<file path="src/rtl/sevenseg_pkg.sv">
// Shared constants for the seven-segment scanner: active-low segment patterns
// (bit0=a .. bit6=g) and the two-state scan FSM encoding.
package sevenseg_pkg;

   localparam logic [6:0] SEG_0   = 7'b1000000;
   localparam logic [6:0] SEG_1   = 7'b1111001;
   localparam logic [6:0] SEG_2   = 7'b0100100;
   localparam logic [6:0] SEG_3   = 7'b0110000;
   localparam logic [6:0] SEG_4   = 7'b0011001;
   localparam logic [6:0] SEG_5   = 7'b0010010;
   localparam logic [6:0] SEG_6   = 7'b0000010;
   localparam logic [6:0] SEG_7   = 7'b1111000;
   localparam logic [6:0] SEG_8   = 7'b0000000;
   localparam logic [6:0] SEG_9   = 7'b0011000;
   localparam logic [6:0] SEG_A   = 7'b0001000;
   localparam logic [6:0] SEG_B   = 7'b0000011;
   localparam logic [6:0] SEG_C   = 7'b1000110;
   localparam logic [6:0] SEG_D   = 7'b0100001;
   localparam logic [6:0] SEG_E   = 7'b0000110;
   localparam logic [6:0] SEG_F   = 7'b0001110;
   localparam logic [6:0] SEG_OFF = 7'h7F;

   typedef logic [0:0] state_t;
   localparam state_t ST_BLANK = 1'b0;
   localparam state_t ST_DRIVE = 1'b1;

endpackage

</file>
<file path="src/rtl/seg7_decode.sv">
// Combinational hex nibble to active-low seven-segment pattern.
module seg7_decode
   import sevenseg_pkg::*;
(
   input  logic [3:0] nibble,
   output logic [6:0] seg_n
);

   always_comb begin
      seg_n = SEG_OFF;
      case (nibble)
         4'h0: seg_n = SEG_0;
         4'h1: seg_n = SEG_1;
         4'h2: seg_n = SEG_2;
         4'h3: seg_n = SEG_3;
         4'h4: seg_n = SEG_4;
         4'h5: seg_n = SEG_5;
         4'h6: seg_n = SEG_6;
         4'h7: seg_n = SEG_7;
         4'h8: seg_n = SEG_8;
         4'h9: seg_n = SEG_9;
         4'hA: seg_n = SEG_A;
         4'hB: seg_n = SEG_B;
         4'hC: seg_n = SEG_C;
         4'hD: seg_n = SEG_D;
         4'hE: seg_n = SEG_E;
         default: seg_n = SEG_F;
      endcase
   end

endmodule

</file>
<file path="src/rtl/sevenseg_scan.sv">
// Multiplexed common-anode display scanner with per-digit blanking gap, leading-zero
// suppression and a valid/ready load port whose words take effect only at frame start.
module sevenseg_scan
   import sevenseg_pkg::*;
#(
   parameter int NUM_DIGITS  = 4,
   parameter int PRESCALE    = 5000,
   parameter int ON_TICKS    = 4,
   parameter int BLANK_TICKS = 1
)(
   input  logic                    clk,
   input  logic                    rst_n,
   input  logic [4*NUM_DIGITS-1:0] load_data,
   input  logic                    load_valid,
   output logic                    load_ready,
   input  logic                    lzs,
   output logic [6:0]              seg_n,
   output logic [NUM_DIGITS-1:0]   an_n,
   output logic                    frame_start
);

   localparam int IW   = $clog2(NUM_DIGITS);
   localparam int PW   = $clog2(PRESCALE);
   localparam int TMAX = (ON_TICKS > BLANK_TICKS) ? ON_TICKS : BLANK_TICKS;
   localparam int TW   = (TMAX > 1) ? $clog2(TMAX) : 1;

   logic [PW-1:0]           pcnt;
   logic [TW-1:0]           tcnt;
   logic [IW-1:0]           idx;
   state_t                  state;
   logic [4*NUM_DIGITS-1:0] disp;
   logic [4*NUM_DIGITS-1:0] pend_data;
   logic                    pend;
   logic                    lzs_c;

   logic                    tick;
   logic                    last_tick;
   logic                    idx_last;
   logic                    enter_frame;
   logic                    accept;
   logic                    show;
   logic [NUM_DIGITS-1:0]   supp;
   logic                    zero_above;
   logic [6:0]              dec_seg;

   assign tick        = (pcnt == PW'(PRESCALE - 1));
   assign last_tick   = tick && ((state == ST_DRIVE) ? (tcnt == TW'(ON_TICKS - 1))
                                                     : (tcnt == TW'(BLANK_TICKS - 1)));
   assign idx_last    = (idx == IW'(NUM_DIGITS - 1));
   assign enter_frame = last_tick && (state == ST_BLANK) && idx_last;
   assign accept      = load_valid && load_ready;

   // Digit k is dark when it and every more-significant nibble are zero; digit 0 never is.
   always_comb begin
      zero_above = 1'b1;
      supp       = '0;
      for (int k = NUM_DIGITS - 1; k >= 0; k--) begin
         zero_above = zero_above && (disp[4*k +: 4] == 4'h0);
         supp[k]    = lzs_c && (k != 0) && zero_above;
      end
   end

   seg7_decode u_dec (
      .nibble (disp[{idx, 2'b00} +: 4]),
      .seg_n  (dec_seg)
   );

   assign show = (state == ST_DRIVE) && !supp[idx];

   always_ff @(posedge clk or negedge rst_n) begin
      if (!rst_n) begin
         pcnt  <= '0;
         tcnt  <= '0;
         idx   <= IW'(NUM_DIGITS - 1);
         state <= ST_BLANK;
      end else begin
         pcnt <= tick ? '0 : pcnt + 1'b1;
         if (last_tick) begin
            tcnt <= '0;
            if (state == ST_BLANK) begin
               state <= ST_DRIVE;
               idx   <= idx_last ? '0 : idx + 1'b1;
            end else begin
               state <= ST_BLANK;
            end
         end else if (tick) begin
            tcnt <= tcnt + 1'b1;
         end
      end
   end

   // load_ready mirrors !pend, so accept and commit can never fire together.
   always_ff @(posedge clk or negedge rst_n) begin
      if (!rst_n) begin
         disp       <= '0;
         pend_data  <= '0;
         pend       <= 1'b0;
         lzs_c      <= 1'b0;
         load_ready <= 1'b1;
      end else begin
         if (accept) begin
            pend_data  <= load_data;
            pend       <= 1'b1;
            load_ready <= 1'b0;
         end else if (enter_frame && pend) begin
            disp       <= pend_data;
            lzs_c      <= lzs;
            pend       <= 1'b0;
            load_ready <= 1'b1;
         end
      end
   end

   always_ff @(posedge clk or negedge rst_n) begin
      if (!rst_n) begin
         an_n        <= '1;
         seg_n       <= SEG_OFF;
         frame_start <= 1'b0;
      end else begin
         an_n        <= show ? ~(NUM_DIGITS'(1) << idx) : '1;
         seg_n       <= show ? dec_seg : SEG_OFF;
         // Only the first cycle of digit 0 DRIVE has every counter at zero.
         frame_start <= (state == ST_DRIVE) && (idx == '0) && (tcnt == '0) && (pcnt == '0);
      end
   end

endmodule

</file>
<file path="config.mk">
export PLATFORM = sky130hd
export DESIGN_NAME = sevenseg_scan
export DESIGN_NICKNAME = d
export VERILOG_FILES = /design/src/rtl/sevenseg_pkg.sv /design/src/rtl/seg7_decode.sv /design/src/rtl/sevenseg_scan.sv
export SDC_FILE = /design/constraint.sdc
export NUM_CORES = 1
export LEC_CHECK = 0
export ABC_CLOCK_PERIOD_IN_PS = 3500
export BUFFER_PORTS_ARGS = -buffer_cell sky130_fd_sc_hd__buf_2
export CELL_PAD_IN_SITES_DETAIL_PLACEMENT = 1
export CELL_PAD_IN_SITES_GLOBAL_PLACEMENT = 2
export CORE_MARGIN = 2
export CORE_UTILIZATION = 43
export DETAILED_ROUTE_END_ITERATION = 8
export GPL_ROUTABILITY_DRIVEN = 0
export HOLD_SLACK_MARGIN = 0.08
export PLACE_DENSITY_LB_ADDON = 0.1
export SLEW_MARGIN = 10
export SYNTH_ARGS = -nofsm -noshare
export SYNTH_HDL_FRONTEND = slang
export SYNTH_SLANG_ARGS = --single-unit
export TNS_END_PERCENT = 1
</file>
<file path="constraint.sdc">
create_clock -name clk -period 3.5 [get_ports clk]
set_input_delay 0.525 -clock clk [delete_from_list [all_inputs] [get_ports clk]]
set_output_delay 0.525 -clock clk [all_outputs]
set_load 0.1 [all_outputs]
</file>
==> results.txt <==
Gates resized during post-CTS repair numbered 0. 0 antenna diodes ended up in the layout. The tools report the startpoint kind of the worst setup timing path as a flip-flop.

For the arrival time of data at the critical path endpoint, the log shows 2.55 ns. The most numerous cell type found on the critical path is sky130_fd_sc_hd__inv_1. The critical path crosses 8 cells after its start point.

The tightest slew margin relative to the limit came out at 0.3431. The run finished with clean final reports. The area added between synthesis and finish is 16.19%. The distinct cell type count of the synthesized netlist is 41, and the post-synth net total is 263. Of all nets on the critical path, the largest fanout is 11. The total overflow left after global routing is 0.

The fill cell total of the finished layout came out at 729. The die boundary width is 87.83 um, and the total standard cell area after synthesis is 0.003022 sq mm. The critical path contains buffers and inverters numbering 2 combined. The run gives 1.224 ns as the setup slack at placement. The area of the die is 0.007713 sq mm, and the routed via count divided by cell count is 5.013. The tools report the number of warnings printed during yosys synthesis as 0.

The floorplan has 30 rows. At the pin with the least slew margin, the transition time is 0.9807 ns. Across the run, the number of max-cap violations was 0. The fraction of layout cells with a size suffix above 1 came out at 0.3927. The count of boundary I/O pins is 33. The clock arrives with 0.01049 ns of skew. The share of the core filled with cells was 0.5168; the number of detailed-route iterations in the first pass was 4. The cell type of the slowest stage on the worst timing path is sky130_fd_sc_hd__dfstp_2. The H-tree generated during clock tree synthesis spans 3 levels.

Dominant register cell in the synthesized netlist: sky130_fd_sc_hd__dfrtp_1. The total core area was 0.006794 sq mm. In this run the vertical extent of the chip is 87.83 um.

For this run, the top clock speed supported by timing is 438.8 MHz. For the required time at the endpoint of the critical path, the log shows 3.77 ns. Number of synthesized flops with an enable pin: 0. Summing all multi-input logic gate instances after layout gives 0.001260 sq mm. The smallest clock period supported by the final layout is computed as 2.279 ns. Sequential cell area in the final layout: 0.001644 sq mm. Cell at the root of the clock tree: sky130_fd_sc_hd__clkbuf_8. Synthesis produced 230 cells.

Walking the worst path, the cells encountered are mux4_2, inv_1, ha_1, inv_1, nor2_1, nor3_1, a211oi_1, nand2b_1. The number of nets still failing antenna checks after routing came out at 0. The first global-routing pass estimated 9998 um of wire. The worst path meets setup with 1.221 ns of slack.

Setup violations remaining at the end of the flow were counted as 0. Setup repair after global routing left no endpoint under its margin. The worst hold path belongs to the class in2async. The all-layer global routing usage was 0.1728. The stage delay of the slowest cell on the critical path was 0.67 ns; the number of buffers inserted by port buffering was 32. The worst register-to-register path has a depth of 8. Via count of the first global-routing pass: 1980. TritonCTS built the clock tree. For this run, the post-layout net count is 303.

The tools report the number of buffers between clock root and the deepest sink as 2. Clock transition at the registers of the reported paths: 0.08 ns. The tools report the number of max-slew violations in the final report as 0. The run gives 0 as the number of buffers inserted to repair setup after CTS.

For this block, the routed nets add up to 5729 um of wire. The average wire length per cell after detail routing came out at 15.44 um. In this run the power density over the cells is 444.7 mW/mm^2. After routing, the total negative slack on setup checks comes to 0 ns. The total via count after detailed routing was 1860; the hold buffer count at CTS was 0.

For this block, the initial DRC count from the detailed router was 88. The async set-reset flop share out of synthesis was 1.000; the post-route DRC violation count was 0. The number of storage elements in the synthesis netlist was 65. Clock tree synthesis found a total of 65 sinks. The average instance in the mapped netlist occupies 13.14 sq um. The logs give 0 for the number of hold violations in the final report and 39 for the maximum number of pins on one net before global-route repair. The post-route clock period utilization was 0.6512. The largest voltage drop on the vdd net is 251.3 uV, and the latest clock arrival within the worst-skew pair is 0.34 ns.

The cell family contributing the most delay on the critical path is flip-flops. Endpoint kind of the worst setup timing path: a flip-flop. Clock tree synthesis inserted a total of 9 buffers. For this design the static power due to leakage is 1.631 nW. The initial antenna violation count is 0. The sequential-to-total area share from yosys stat is 0.5441.

The category of the most critical setup path was reg2reg. The logs give 0.4448 for the initial core utilization and 4050 um for the sum of net half-perimeters after detailed placement.
[registers in the layout (all words and copies together), names as in the netlist]
signal	cells
idx	2
disp	16
state	1
an_n	4
frame_start	1
lzs_c	1
seg_n	7
pcnt	13
pend_data	16
tcnt	2
load_ready	1
pend	1
[cell usage after synthesis (3+ instances only)]
library cell | count | area [sq um]
sky130_fd_sc_hd__dfrtp_1 | 51 | 1276
sky130_fd_sc_hd__mux2_2 | 26 | 292.8
sky130_fd_sc_hd__nand2_1 | 16 | 60.06
sky130_fd_sc_hd__dfstp_2 | 14 | 367.9
sky130_fd_sc_hd__inv_1 | 14 | 52.55
sky130_fd_sc_hd__ha_1 | 13 | 162.7
sky130_fd_sc_hd__nor2_1 | 10 | 37.54
sky130_fd_sc_hd__mux2_4 | 9 | 135.1
sky130_fd_sc_hd__nand3_1 | 8 | 40.04
sky130_fd_sc_hd__xor2_1 | 6 | 52.55
sky130_fd_sc_hd__xnor2_1 | 5 | 43.79
sky130_fd_sc_hd__a21oi_1 | 4 | 20.02
sky130_fd_sc_hd__mux4_2 | 4 | 90.09
sky130_fd_sc_hd__nor4_1 | 4 | 25.02
sky130_fd_sc_hd__o21ai_0 | 4 | 20.02
sky130_fd_sc_hd__o221ai_1 | 4 | 35.03
sky130_fd_sc_hd__and4_1 | 3 | 26.28
sky130_fd_sc_hd__buf_6 | 3 | 33.78
sky130_fd_sc_hd__clkbuf_1 | 3 | 11.26
sky130_fd_sc_hd__nand2b_1 | 3 | 18.77
sky130_fd_sc_hd__nor2b_1 | 3 | 18.77
[metal layers]
| layer | track usage | up-vias | share of wire |
|---|---|---|---|
| met5 | 0 | - | 0 |
| met3 | 0.05938 | 5 | 0.036 |
| li1 | - | 887 | - |
| met2 | 0.2528 | 34 | 0.45 |
| met4 | 0.05874 | 0 | 0.0096 |
| met1 | 0.2417 | 934 | 0.50 |
[through the flow]
step                area (sq um)  power [mW]  cells  hold slack (ns)
global placement            3267      0.7935    355           0.4785
CTS                         3511       1.583    371           0.3221
detailed placement          3267      0.7942    355           0.4745
floorplan                   3022      0.7660    230           0.2294
global route                3511       1.626    371           0.3368
finish                      3511       1.561    371           0.3019
[where the power goes]
| part | internal [mW] | total, mW | switching [mW] |
|---|---|---|---|
| registers | 0.752 | 0.752 | 0 |
| logic | 0.00903 | 0.0272 | 0.0182 |
| clock network | 0.492 | 0.782 | 0.291 |
| total | 1.25 | 1.56 | 0.309 |
[path summary, 6_finish.rpt]
kind,startpoint,endpoint,slack [ns]
worst min register to register,pend$_DFFE_PN0P_,pend$_DFFE_PN0P_,0.49
min in group clk,load_data[13],pend_data[13]$_DFFE_PN0P_,0.41
worst max-delay path,idx[0]$_DFFE_PN1P_,seg_n[3]$_DFF_PN1_,1.22
max in group asynchronous,rst_n,load_ready$_DFFE_PN1P_,2.37
worst min-delay path,rst_n,tcnt[0]$_DFFE_PN0P_,0.30
worst max register to register,idx[0]$_DFFE_PN1P_,seg_n[3]$_DFF_PN1_,1.22
[layout by cell type, fill, tap and decap left out, types with 9 or more instances in the layout]
cell	count
sky130_fd_sc_hd__buf_2	32
sky130_fd_sc_hd__clkbuf_8	10
sky130_fd_sc_hd__dfrtp_1	51
sky130_fd_sc_hd__dfstp_2	14
sky130_fd_sc_hd__ha_1	13
sky130_fd_sc_hd__inv_1	14
sky130_fd_sc_hd__mux2_2	26
sky130_fd_sc_hd__mux2_4	9
sky130_fd_sc_hd__nand2_1	16
sky130_fd_sc_hd__nor2_1	10
[area by class of cell]
cell class / count / area share
sequential: 65 / 0.4683
multi-input combinational: 144 / 0.3589
clock buffer: 11 / 0.04027
timing repair buffer: 36 / 0.05417
tap: 96 / 0.03421
inverter: 14 / 0.01497
clock inverter: 5 / 0.02922
[logic make-up (layout without fill, tap and decap cells)]
group                    count (synthesis)  count (layout)  share of synthesized area
flip-flops                              65              65                     0.5441
AND/OR/NAND/NOR                         59              59                     0.1085
adder cells (fa/ha/maj)                 13              13                    0.05383
buffers and inverters                   21              66                    0.03892
multiplexers                            41              41                     0.1781
XOR/XNOR                                11              11                    0.03188
AO/OA/AOI/OAI                           20              20                    0.04472
Note: power is estimated with default switching activity, not from simulation.
